**src/rtl/apb3_waitstate_pkg.sv**
```systemverilog
// Shared definitions for the APB3 wait-state slave: register map, field positions,
// FSM states and register layouts.
package apb3_waitstate_pkg;

  localparam int unsigned ADDR_W      = 32;
  localparam int unsigned DATA_W      = 32;
  localparam int unsigned WAIT_W      = 4;
  localparam int unsigned COUNT_W     = 16;
  localparam int unsigned NUM_SCRATCH = 4;
  localparam int unsigned SCR_IDX_W   = $clog2(NUM_SCRATCH);

  localparam logic [7:0] OFF_CTRL     = 8'h00;
  localparam logic [7:0] OFF_STATUS   = 8'h04;
  localparam logic [7:0] OFF_COUNT    = 8'h08;
  localparam logic [7:0] OFF_SCRATCH0 = 8'h10;
  localparam logic [7:0] OFF_SCRATCH1 = 8'h14;
  localparam logic [7:0] OFF_SCRATCH2 = 8'h18;
  localparam logic [7:0] OFF_SCRATCH3 = 8'h1C;

  localparam int unsigned CTRL_WAIT_LSB   = 0;
  localparam int unsigned CTRL_INT_EN_BIT = 4;
  localparam int unsigned STATUS_WRAP_BIT = 0;
  localparam int unsigned STATUS_ERR_BIT  = 1;

  typedef enum logic [1:0] {
    ST_IDLE = 2'd0,
    ST_WAIT = 2'd1,
    ST_DONE = 2'd2
  } state_e;

  // Packed layouts match the bit positions seen on the bus
  typedef struct packed {
    logic              int_en;
    logic [WAIT_W-1:0] wait_cyc;
  } ctrl_t;

  typedef struct packed {
    logic err;
    logic wrap;
  } status_t;

endpackage

```
**src/rtl/apb3_waitstate_slave_if.sv**
```systemverilog
// APB3 bus bundle between a bridge (master) and the wait-state slave.
interface apb3_waitstate_slave_if;
  import apb3_waitstate_pkg::*;

  logic              PSEL;
  logic              PENABLE;
  logic              PWRITE;
  logic [ADDR_W-1:0] PADDR;
  logic [DATA_W-1:0] PWDATA;
  logic [DATA_W-1:0] PRDATA;
  logic              PREADY;
  logic              PSLVERR;
  logic              INT;

  modport master (
    output PSEL, PENABLE, PWRITE, PADDR, PWDATA,
    input  PRDATA, PREADY, PSLVERR, INT
  );

  modport slave (
    input  PSEL, PENABLE, PWRITE, PADDR, PWDATA,
    output PRDATA, PREADY, PSLVERR, INT
  );

endinterface

```
**src/rtl/apb_wait_ctr.sv**
```systemverilog
// Wait-state down-counter: loaded at setup, decremented per stalled access cycle,
// with a registered zero flag so the ready decision needs no compare.
module apb_wait_ctr
  import apb3_waitstate_pkg::*;
(
  input  logic              clk,
  input  logic              rst,
  input  logic              load_i,
  input  logic [WAIT_W-1:0] load_val_i,
  input  logic              dec_i,
  output logic              zero_o
);

  logic [WAIT_W-1:0] cnt_q, cnt_d;
  logic              zero_q, zero_d;

  always_comb begin
    cnt_d  = cnt_q;
    zero_d = zero_q;
    if (load_i) begin
      cnt_d  = load_val_i;
      zero_d = (load_val_i == '0);
    end else if (dec_i && !zero_q) begin
      cnt_d  = cnt_q - WAIT_W'(1);
      zero_d = (cnt_q == WAIT_W'(1));
    end
  end

  always_ff @(posedge clk or posedge rst) begin
    if (rst) begin
      cnt_q  <= '0;
      zero_q <= 1'b1;
    end else begin
      cnt_q  <= cnt_d;
      zero_q <= zero_d;
    end
  end

  assign zero_o = zero_q;

endmodule

```
**src/rtl/apb3_waitstate_slave.sv**
```systemverilog
// APB3 register slave with programmable wait states, transfer counter,
// sticky status and level interrupt.
module apb3_waitstate_slave
  import apb3_waitstate_pkg::*;
#(
  parameter int unsigned ADDR_LSB_W = 8,
  parameter int unsigned RST_WAIT   = 0
) (
  input  logic                   PCLK,
  input  logic                   PRESET,
  apb3_waitstate_slave_if.slave  apb
);

  state_e                    state_q;
  ctrl_t                     ctrl_q, ctrl_d;
  status_t                   status_q, status_d;
  logic [COUNT_W-1:0]        count_q, count_d;
  logic                      int_q, int_d;
  logic [DATA_W-1:0]         scratch_q [NUM_SCRATCH];

  logic [ADDR_LSB_W-1:0]     off;
  logic [SCR_IDX_W-1:0]      scr_idx;
  logic                      hit_ctrl, hit_status, hit_count, hit_scr;
  logic                      map_hit, misalign, bad_c;
  logic [DATA_W-1:0]         rdata_c;
  logic                      setup_c, access_c, pready_c, pslverr_c;
  logic                      wr_commit_c, ok_done_c, err_done_c;
  logic                      ctr_load_c, ctr_dec_c, ctr_zero;

  assign off      = apb.PADDR[ADDR_LSB_W-1:0];
  assign scr_idx  = off[SCR_IDX_W+1:2];
  assign misalign = |off[1:0];

  generate
    if (ADDR_LSB_W < ADDR_W) begin : g_unused_paddr
      logic unused_paddr;
      assign unused_paddr = ^apb.PADDR[ADDR_W-1:ADDR_LSB_W];
    end
  endgenerate

  // Address decode and read mux
  always_comb begin
    hit_ctrl   = 1'b0;
    hit_status = 1'b0;
    hit_count  = 1'b0;
    hit_scr    = 1'b0;
    rdata_c    = '0;
    case (off)
      ADDR_LSB_W'(OFF_CTRL): begin
        hit_ctrl = 1'b1;
        rdata_c  = DATA_W'(ctrl_q);
      end
      ADDR_LSB_W'(OFF_STATUS): begin
        hit_status = 1'b1;
        rdata_c    = DATA_W'(status_q);
      end
      ADDR_LSB_W'(OFF_COUNT): begin
        hit_count = 1'b1;
        rdata_c   = DATA_W'(count_q);
      end
      ADDR_LSB_W'(OFF_SCRATCH0), ADDR_LSB_W'(OFF_SCRATCH1),
      ADDR_LSB_W'(OFF_SCRATCH2), ADDR_LSB_W'(OFF_SCRATCH3): begin
        hit_scr = 1'b1;
        rdata_c = scratch_q[scr_idx];
      end
      default: ;
    endcase
  end

  assign map_hit = hit_ctrl | hit_status | hit_count | hit_scr;
  assign bad_c   = misalign | ~map_hit | (hit_count & apb.PWRITE);

  assign setup_c     = apb.PSEL & ~apb.PENABLE;
  assign access_c    = apb.PSEL & apb.PENABLE;
  assign pready_c    = (state_q == ST_WAIT) & access_c & ctr_zero;
  assign pslverr_c   = pready_c & bad_c;
  assign ok_done_c   = pready_c & ~bad_c;
  assign err_done_c  = pslverr_c;
  assign wr_commit_c = ok_done_c & apb.PWRITE;

  // A setup phase seen in any state (re)arms the counter with the current WAIT
  assign ctr_load_c = setup_c;
  assign ctr_dec_c  = (state_q == ST_WAIT) & access_c & ~ctr_zero;

  apb_wait_ctr u_wait_ctr (
    .clk        (PCLK),
    .rst        (PRESET),
    .load_i     (ctr_load_c),
    .load_val_i (ctrl_q.wait_cyc),
    .dec_i      (ctr_dec_c),
    .zero_o     (ctr_zero)
  );

  always_ff @(posedge PCLK or posedge PRESET) begin
    if (PRESET) begin
      state_q <= ST_IDLE;
    end else begin
      unique case (state_q)
        ST_IDLE, ST_DONE: state_q <= setup_c ? ST_WAIT : ST_IDLE;
        ST_WAIT: begin
          if (!apb.PSEL)         state_q <= ST_IDLE;
          else if (!apb.PENABLE) state_q <= ST_WAIT;
          else if (ctr_zero)     state_q <= ST_DONE;
          else                   state_q <= ST_WAIT;
        end
        default: state_q <= ST_IDLE;
      endcase
    end
  end

  // Register updates; hardware set of a status bit overrides a same-cycle W1C
  always_comb begin
    ctrl_d   = ctrl_q;
    status_d = status_q;
    count_d  = count_q;
    int_d    = ctrl_q.int_en & (status_q.wrap | status_q.err);
    if (wr_commit_c && hit_ctrl) begin
      ctrl_d.wait_cyc = apb.PWDATA[CTRL_WAIT_LSB +: WAIT_W];
      ctrl_d.int_en   = apb.PWDATA[CTRL_INT_EN_BIT];
    end
    if (wr_commit_c && hit_status) begin
      if (apb.PWDATA[STATUS_WRAP_BIT]) status_d.wrap = 1'b0;
      if (apb.PWDATA[STATUS_ERR_BIT])  status_d.err  = 1'b0;
    end
    if (ok_done_c) begin
      count_d = count_q + COUNT_W'(1);
      if (count_q == '1) status_d.wrap = 1'b1;
    end
    if (err_done_c) status_d.err = 1'b1;
  end

  always_ff @(posedge PCLK or posedge PRESET) begin
    if (PRESET) begin
      ctrl_q   <= '{int_en: 1'b0, wait_cyc: WAIT_W'(RST_WAIT)};
      status_q <= '0;
      count_q  <= '0;
      int_q    <= 1'b0;
    end else begin
      ctrl_q   <= ctrl_d;
      status_q <= status_d;
      count_q  <= count_d;
      int_q    <= int_d;
    end
  end

  always_ff @(posedge PCLK or posedge PRESET) begin
    if (PRESET) begin
      for (int i = 0; i < NUM_SCRATCH; i++) scratch_q[i] <= '0;
    end else if (wr_commit_c && hit_scr) begin
      scratch_q[scr_idx] <= apb.PWDATA;
    end
  end

  assign apb.PREADY  = pready_c;
  assign apb.PSLVERR = pslverr_c;
  assign apb.PRDATA  = (pready_c & ~apb.PWRITE & ~bad_c) ? rdata_c : '0;
  assign apb.INT     = int_q;

endmodule

```
**src/flat_wrapper.sv**
```systemverilog
// flat-port wrapper written by rule: the top's interface ports become plain ports
module apb3_waitstate_slave_flat import apb3_waitstate_pkg::*;
#(
  parameter int unsigned ADDR_LSB_W = 8,
  parameter int unsigned RST_WAIT   = 0
)
  (PCLK, PRESET, apb_PSEL, apb_PENABLE, apb_PWRITE, apb_PADDR, apb_PWDATA, apb_PRDATA, apb_PREADY, apb_PSLVERR, apb_INT);
  apb3_waitstate_slave_if apb_i ();
  input  logic PCLK;
  input  logic PRESET;
  input wire logic [$bits(apb_i.PSEL)-1:0] apb_PSEL;
  input wire logic [$bits(apb_i.PENABLE)-1:0] apb_PENABLE;
  input wire logic [$bits(apb_i.PWRITE)-1:0] apb_PWRITE;
  input wire logic [$bits(apb_i.PADDR)-1:0] apb_PADDR;
  input wire logic [$bits(apb_i.PWDATA)-1:0] apb_PWDATA;
  output wire logic [$bits(apb_i.PRDATA)-1:0] apb_PRDATA;
  output wire logic [$bits(apb_i.PREADY)-1:0] apb_PREADY;
  output wire logic [$bits(apb_i.PSLVERR)-1:0] apb_PSLVERR;
  output wire logic [$bits(apb_i.INT)-1:0] apb_INT;
  assign apb_i.PSEL = apb_PSEL;
  assign apb_i.PENABLE = apb_PENABLE;
  assign apb_i.PWRITE = apb_PWRITE;
  assign apb_i.PADDR = apb_PADDR;
  assign apb_i.PWDATA = apb_PWDATA;
  assign apb_PRDATA = apb_i.PRDATA;
  assign apb_PREADY = apb_i.PREADY;
  assign apb_PSLVERR = apb_i.PSLVERR;
  assign apb_INT = apb_i.INT;
  apb3_waitstate_slave #(.ADDR_LSB_W(ADDR_LSB_W), .RST_WAIT(RST_WAIT)) u_core (.PCLK(PCLK), .PRESET(PRESET), .apb(apb_i));
endmodule
```
**config.mk**
```make
export PLATFORM = sky130hd
export DESIGN_NAME = apb3_waitstate_slave_flat
export DESIGN_NICKNAME = d
export VERILOG_FILES = /design/src/rtl/apb3_waitstate_pkg.sv /design/src/rtl/apb3_waitstate_slave_if.sv /design/src/rtl/apb_wait_ctr.sv /design/src/rtl/apb3_waitstate_slave.sv /design/src/flat_wrapper.sv
export SDC_FILE = /design/constraint.sdc
export NUM_CORES = 1
export LEC_CHECK = 0
export CORE_MARGIN = 5
export CORE_UTILIZATION = 35
export DETAILED_ROUTE_END_ITERATION = 8
export PLACE_DENSITY = 0.54
export SYNTH_ARGS = -nofsm -noshare
export SYNTH_HDL_FRONTEND = slang
export SYNTH_SLANG_ARGS = --single-unit
```
**constraint.sdc**
```tcl
create_clock -name PCLK -period 6.3 [get_ports PCLK]
set_input_delay 1.575 -clock PCLK [delete_from_list [all_inputs] [get_ports PCLK]]
set_output_delay 1.575 -clock PCLK [all_outputs]
set_load 0.01 [all_outputs]
```
==> results of run 1 <==
[registers in the layout (all words and copies together) (netlist names)]
name,count
u_core.count_q,16
u_core.status_q,2
u_core.scratch_q,128
u_core.u_wait_ctr.cnt_q,4
u_core.u_wait_ctr.zero_o,1
u_core.state_q,2
u_core.apb.INT,1
u_core.ctrl_q,5
[cell usage after synthesis (3+ instances only)]
| cell type | count |
|---|---|
| nand2_1 | 12 |
| o21ai_0 | 3 |
| nor2b_1 | 17 |
| nand3b_1 | 3 |
| nor2_1 | 22 |
| dfrtp_1 | 158 |
| mux2_1 | 32 |
| mux4_2 | 32 |
| nand2b_1 | 4 |
| inv_1 | 9 |
| and3_1 | 5 |
| buf_4 | 4 |
| nand4_1 | 9 |
| buf_6 | 6 |
| nor3_1 | 3 |
| and4_1 | 3 |
| a32oi_1 | 3 |
| xor2_1 | 3 |
| ha_1 | 3 |
| xnor2_1 | 14 |
| nand3_1 | 4 |
| mux2i_1 | 4 |
| buf_1 | 3 |
| a21oi_1 | 4 |
| mux2_2 | 102 |
| clkbuf_1 | 5 |
| a22oi_1 | 11 |
| buf_2 | 12 |
[per-layer routing]
metal | wire, µm | share of wire | global-route usage
met5 | 0 | 0 | 0
met4 | 266 | 0.015 | 0.0447
met3 | 566 | 0.032 | 0.0289
met1 | 7870 | 0.45 | 0.194
met2 | 8980 | 0.51 | 0.255
[how the worst max path moves through the flow]
| stage | startpoint | end | depth (start not counted) |
|---|---|---|---|
| finish | apb_PENABLE | apb_PRDATA[4] | 6 |
| global route | apb_PENABLE | apb_PRDATA[4] | 6 |
| CTS | apb_PENABLE | apb_PRDATA[4] | 6 |
| detailed placement | apb_PADDR[7] | apb_PRDATA[4] | 6 |
| global placement | apb_PADDR[7] | apb_PRDATA[4] | 6 |
| floorplan | PRESET | u_core.apb.INT | 1 |
[placed cells by master, fill, tap and decap left out, types with 4 or more instances in the layout]
master           netlist  layout
a21oi_1                4       4
a22oi_1               11      11
and3_1                 5       5
buf_4                  4       9
clkbuf_16              0      17
clkdlybuf4s50_1        0      77
dfrtp_1              158     158
inv_1                  9       8
mux2_1                32      32
mux2_2               102     102
mux2i_1                4       4
mux4_2                32      32
nand2_1               12      12
nand2b_1               4       4
nand3_1                4       4
nand4_1                9       9
nor2_1                22      22
nor2b_1               17      17
xnor2_1               14      14
[cells by family after synthesis]
| group | Yosys count | synth area share |
|---|---|---|
| buffers and inverters | 39 | 0.0291 |
| xor gates and xnor gates | 17 | 0.0196 |
| DFF | 159 | 0.524 |
| muxes | 170 | 0.299 |
| and+or+nand+nor | 106 | 0.0902 |
| AOI/OAI and AO/OA | 34 | 0.0339 |
| adders and majority gates | 3 | 0.00494 |
[where the power goes]
part	switching, mW	total, mW	internal, mW
sequential	0.00712	1.04	1.03
combinational	0.0654	0.115	0.0495
clock	0.416	1.06	0.647
[area by class of cell]
| type | instances | area, µm² |
|---|---|---|
| Tap cell | 280 | 350 |
| Multi-Input combinational cell | 330 | 3410 |
| Sequential cell | 159 | 3980 |
| Clock buffer | 20 | 457 |
| Inverter | 9 | 38.8 |
| Clock inverter | 12 | 156 |
| Timing Repair Buffer | 88 | 848 |
| Fill cell | 1964 | 12400 |
[worst register-to-register path, stage by stage, from the launching register on]
cell and delay, ns:
dfstp_2 0.56, and2_2 0.20, nand3_2 0.25, nor3b_4 0.24, buf_4 0.49, mux2_2 0.43
==> impl_metrics.csv, run 1 <==
group,metric,value,unit
status,outcome,"finished clean",
worst_setup_path,r2r_slack,4.02,ns
clock_network,cts-root-buf,"clkbuf_16",
timing,period_share,0.901,
global_route,grt_pass1_vias,5222,
cells_and_area,antenna_cells,0,
worst_setup_path,worst_path_most_repeated_cell,"clkdlybuf4s50_1",
cells_and_area,drive_above_1_share,0.316,
logic_synthesis,ys.flop_type,"dfrtp_1",
placement,placed_area,8620,µm²
worst_hold_path,min_path_type,"flip-flop to flip-flop",
timing,whs,0.485,ns
global_route,grt_use_total,0.149,
die,fp-row-count,54,
logic_synthesis,synth_top_area_cell,"dfrtp_1",
logic_synthesis,syn_area,7600,µm²
timing,tightestPinTransition,0.940,ns
clock_network,cts_made_buffers,17,
logic_synthesis,yosys-top-cells-area,"dfrtp_1 52%, mux2_2 15%, mux4_2 9.5%, mux2_1 4.7%, xnor2_1 1.6%",
clock_network,cts_tree,"done",
clock_network,path_clk_slew,0.06,ns
timing,max_freq,0.176,GHz
die,die_h,157,µm
die,start_util,0.352,
global_route,grt_max_degree,77,
logic_synthesis,ys_ff_latch,159,
placement,gp_congestion,0.784,
clock_network,ctsLongestPathBuffers,2,
clock_network,insertion_delay,0.42,ns
power_and_ir_drop,p_leak,4.21,nW
global_route,grt_overflow,0,
die,dieWidth,157,µm
timing,min_period,5.68,ns
worst_setup_path,cp_top_family,"buffers and inverters",
placement,dp_cells,866,
timing,worst_slack,0.621,ns
global_route,grt_pass1_wl,28.5,mm
die,io_pins,104,
worst_setup_path,regToRegEndpoint,"u_core.scratch_q[34]",
run,max_cap_violations,0,
logic_synthesis,async_flop_share,1.00,
logic_synthesis,yosys.area.top_type_share,0.520,
clock_network,ctsHoldBuffers,0,
routing,finalWirelength,17.7,mm
placement,place_ws,0.610,ns
die,die-area,24800,µm²
worst_setup_path,critPathLaunchType,"input pin",
logic_synthesis,yosysSeqAreaShare,0.524,
cells_and_area,final_core_util,0.427,
power_and_ir_drop,power.density,240,nW/µm²
worst_setup_path,r2r_start,"u_core.u_wait_ctr.zero_o",
timing,rsz0062_at_grt,"false",
worst_setup_path,slowest_delay,0.65,ns
logic_synthesis,yosysWarnings,0,
logic_synthesis,synth_edf_count,0,
routing,dr.pass1.iters,4,
logic_synthesis,postSynthCellCount,528,
worst_setup_path,crit_type,"input pin to primary output",
power_and_ir_drop,power.total,2.21,mW
cells_and_area,final_area,9240,µm²
worst_hold_path,hold_end,"u_core.scratch_q[91]",
clock_network,ctsHtreeMaxLevel,4,
power_and_ir_drop,ir_worst_vdd,0.142,mV
die,coreArea,21600,µm²
logic_synthesis,synth_nets,600,
clock_network,cts_sinks,159,
routing,wire_per_inst,19.7,µm
routing,ant_nets,0,
logic_synthesis,synth.distinct_cells,56,
worst_setup_path,critPathBufInv,2,
worst_setup_path,worst_ep_arrival_time,4.10,ns
logic_synthesis,avgSynthCellArea,14.4,µm²
worst_setup_path,endpoint_kind,"primary output",
cells_and_area,syn_to_final_growth,21.5,%
routing,via_count,4638,
worst_setup_path,crit_slowest_cell,"or3_1",
routing,viasPerCell,5.16,
global_route,antenna_found_initial,0,
placement,io_buffers,79,
clock_network,post_cts_buffers,0,
timing,hold_viol,0,
timing,final.setup.tns,0,ns
cells_and_area,final_nets,677,
routing,drt-initial-drc-count,225,
worst_setup_path,required,4.72,ns
placement,hpwl,11.6,mm
clock_network,cts-resized-gates,0,
timing,slew_headroom,0.373,
worst_setup_path,crit_path_max_fanout,16,
worst_hold_path,hp-start,"u_core.scratch_q[91]",
worst_hold_path,hold_depth,1,
worst_setup_path,reg2regPathDepth,5,
worst_setup_path,crit_chain,"clkdlybuf4s50_1 > and2_2 > nand4_2 > or3_1 > a21oi_1 > clkdlybuf4s50_1",
timing,finClkSkew,0.0147,ns
cells_and_area,final_cell_count_no_fill,898,
timing,report.final.slew_viol_count,0,
routing,post-route-drc-count,0,
timing,setup_viol,0,
Note: power is estimated with default switching activity, not from simulation.
==> run 2: changes to the inputs <==
--- a/config.mk
+++ b/config.mk
@@ -9,6 +9,7 @@
 export CORE_UTILIZATION = 35
 export DETAILED_ROUTE_END_ITERATION = 8
 export PLACE_DENSITY = 0.54
+export REMOVE_ABC_BUFFERS = 1
 export SYNTH_ARGS = -nofsm -noshare
 export SYNTH_HDL_FRONTEND = slang
 export SYNTH_SLANG_ARGS = --single-unit
==> impl_metrics.csv, run 2 (synthesis results as in run 1) <==
group,metric,value,unit
global_route,antenna_found_initial,2,
power_and_ir_drop,power.density,231,nW/µm²
clock_network,ctsHoldBuffers,0,
routing,post-route-drc-count,0,
status,outcome,"finished clean",
power_and_ir_drop,p_seq_frac,0.488,
global_route,grt_pass1_vias,5353,
cells_and_area,regMostFlops,"u_core.scratch_q",
die,die-area,24800,µm²
worst_setup_path,endpoint_kind,"primary output",
routing,finalWirelength,18.2,mm
cells_and_area,final_cell_count_no_fill,899,
timing,report.final.slew_viol_count,0,
timing,setup_viol,0,
die,coreArea,21600,µm²
clock_network,cts_sinks,159,
placement,io_buffers,79,
clock_network,insertion_delay,0.42,ns
timing,worst_slack,0.523,ns
routing,via_count,4720,
global_route,grt_max_degree,65,
power_and_ir_drop,ir_worst_vdd,0.138,mV
die,dieWidth,157,µm
cells_and_area,layout_common_cells,"158 x dfrtp_1, 102 x mux2_2, 77 x clkdlybuf4s50_1",
routing,wire_per_inst,20.3,µm
power_and_ir_drop,combPwrFrac,0.055,
timing,tightestPinTransition,1.08,ns
placement,gp_congestion,0.819,
timing,min_period,5.78,ns
run,max_cap_violations,0,
worst_setup_path,crit_type,"input pin to primary output",
cells_and_area,final_nets,679,
die,die_h,157,µm
routing,viasPerCell,5.25,
global_route,grt_overflow,0,
cells_and_area,reg_top3,"u_core.scratch_q: 128 flops, u_core.count_q: 16 flops, u_core.ctrl_q: 5 flops",
worst_hold_path,min_path_type,"flip-flop to flip-flop",
cells_and_area,final_area,9220,µm²
clock_network,cts_tree,"done",
timing,hold_viol,0,
timing,period_share,0.917,
clock_network,cts-root-buf,"clkbuf_16",
clock_network,cts-resized-gates,0,
clock_network,path_clk_slew,0.06,ns
power_and_ir_drop,power.share.clock,0.457,
placement,hpwl,12.1,mm
worst_setup_path,critPathLaunchType,"input pin",
clock_network,ctsHtreeMaxLevel,4,
clock_network,post_cts_buffers,0,
global_route,grt_use_total,0.156,
timing,slew_headroom,0.274,
power_and_ir_drop,swShare,0.231,
worst_setup_path,crit_path_max_fanout,16,
worst_setup_path,required,4.72,ns
cells_and_area,final_common_cell,"dfrtp_1",
timing,rsz0062_at_grt,"false",
cells_and_area,final_core_util,0.426,
timing,max_freq,0.173,GHz
clock_network,cts_made_buffers,17,
placement,placed_area,8660,µm²
placement,place_ws,0.513,ns
routing,ant_nets,0,
routing,drt-initial-drc-count,228,
die,start_util,0.352,
cells_and_area,syn_to_final_growth,21.3,%
timing,finClkSkew,0.00807,ns
power_and_ir_drop,p_int,1.63,mW
cells_and_area,drive_above_1_share,0.317,
worst_setup_path,worst_ep_arrival_time,4.20,ns
cells_and_area,largest_reg_flops,128,
timing,final.setup.tns,0,ns
power_and_ir_drop,p_leak,4.19,nW
clock_network,ctsLongestPathBuffers,2,
placement,dp_cells,868,
cells_and_area,antenna_cells,0,
die,io_pins,104,
die,fp-row-count,54,
power_and_ir_drop,power.switching,0.491,mW
routing,dr.pass1.iters,4,
global_route,grt_pass1_wl,29.6,mm
==> run 2: cell count changes in the layout (fill, tap and decap cells not counted) <==
cell | before | now
bufinv_16 | 3 | 1
clkinv_4 | 3 | 1
clkbuf_8 | 2 | 1
inv_6 | 3 | 4
clkinvlp_4 | 1 | 4
buf_12 | 0 | 2
==> run 2: power by group through the flow <==
stage,Clock [mW],Combinational [mW],Sequential [mW]
floorplan,0,0.0486,1.05
global placement,0,0.115,1.06
detailed placement,0,0.119,1.06
CTS,1.01,0.120,1.04
global route,1.05,0.129,1.04
finish,0.971,0.116,1.04
==> run 2: path summary, 6_finish.rpt <==
| path | startpoint | end | slack [ns] | cells past startpoint |
|---|---|---|---|---|
| max | apb_PENABLE | apb_PRDATA[4] | 0.52 | 6 |
| min | u_core.scratch_q[12] | u_core.scratch_q[12] | 0.49 | 1 |
| max reg2reg | u_core.u_wait_ctr.zero_o | u_core.scratch_q[85] | 3.63 | 5 |
| min reg2reg | u_core.scratch_q[12] | u_core.scratch_q[12] | 0.49 | 1 |
| max in group asynchronous | PRESET | u_core.count_q[12] | 3.54 | 3 |
| min in group asynchronous | PRESET | u_core.scratch_q[52] | 1.55 | 2 |
==> run 2: layout make-up <==
type / instances / area, µm²
Fill cell: 2021 / 12400
Sequential cell: 159 / 3980
Multi-Input combinational cell: 330 / 3410
Timing Repair Buffer: 90 / 888
Clock buffer: 19 / 443
Tap cell: 280 / 350
Clock inverter: 12 / 110
Inverter: 9 / 38.8
==> run 2: metal layers <==
metal  routed length (µm)  global-route usage
met1                 8270               0.202
met2                 8810               0.255
met3                  928              0.0473
met4                  210              0.0455
met5                   26                   0
==> run 2: per-stage QoR <==
| step | hold WS [ns] | total power [mW] |
|---|---|---|
| 6_report | 0.487 | 2.12 |
| 5_1_grt | 0.509 | 2.21 |
| 4_1_cts | 0.489 | 2.16 |
| 3_5_place_dp | 0.474 | 1.17 |
| 3_3_place_gp | 0.463 | 1.17 |
| 2_1_floorplan | 0.448 | 1.10 |
==> run 2: worst max-delay path, stage by stage <==
cell and delay (ns):
clkdlybuf4s50_1 0.62, and2_2 0.26, nand4_2 0.21, or3_1 0.69, a21oi_1 0.27, clkdlybuf4s50_1 0.58
==> run 3: changes to the inputs <==
--- a/config.mk
+++ b/config.mk
@@ -10,6 +10,7 @@
 export DETAILED_ROUTE_END_ITERATION = 8
 export PLACE_DENSITY = 0.54
 export REMOVE_ABC_BUFFERS = 1
+export SLEW_MARGIN = 20
 export SYNTH_ARGS = -nofsm -noshare
 export SYNTH_HDL_FRONTEND = slang
 export SYNTH_SLANG_ARGS = --single-unit
==> results of run 3 <==
No change in the layout: final DEF, timing and power equal those of run 2.
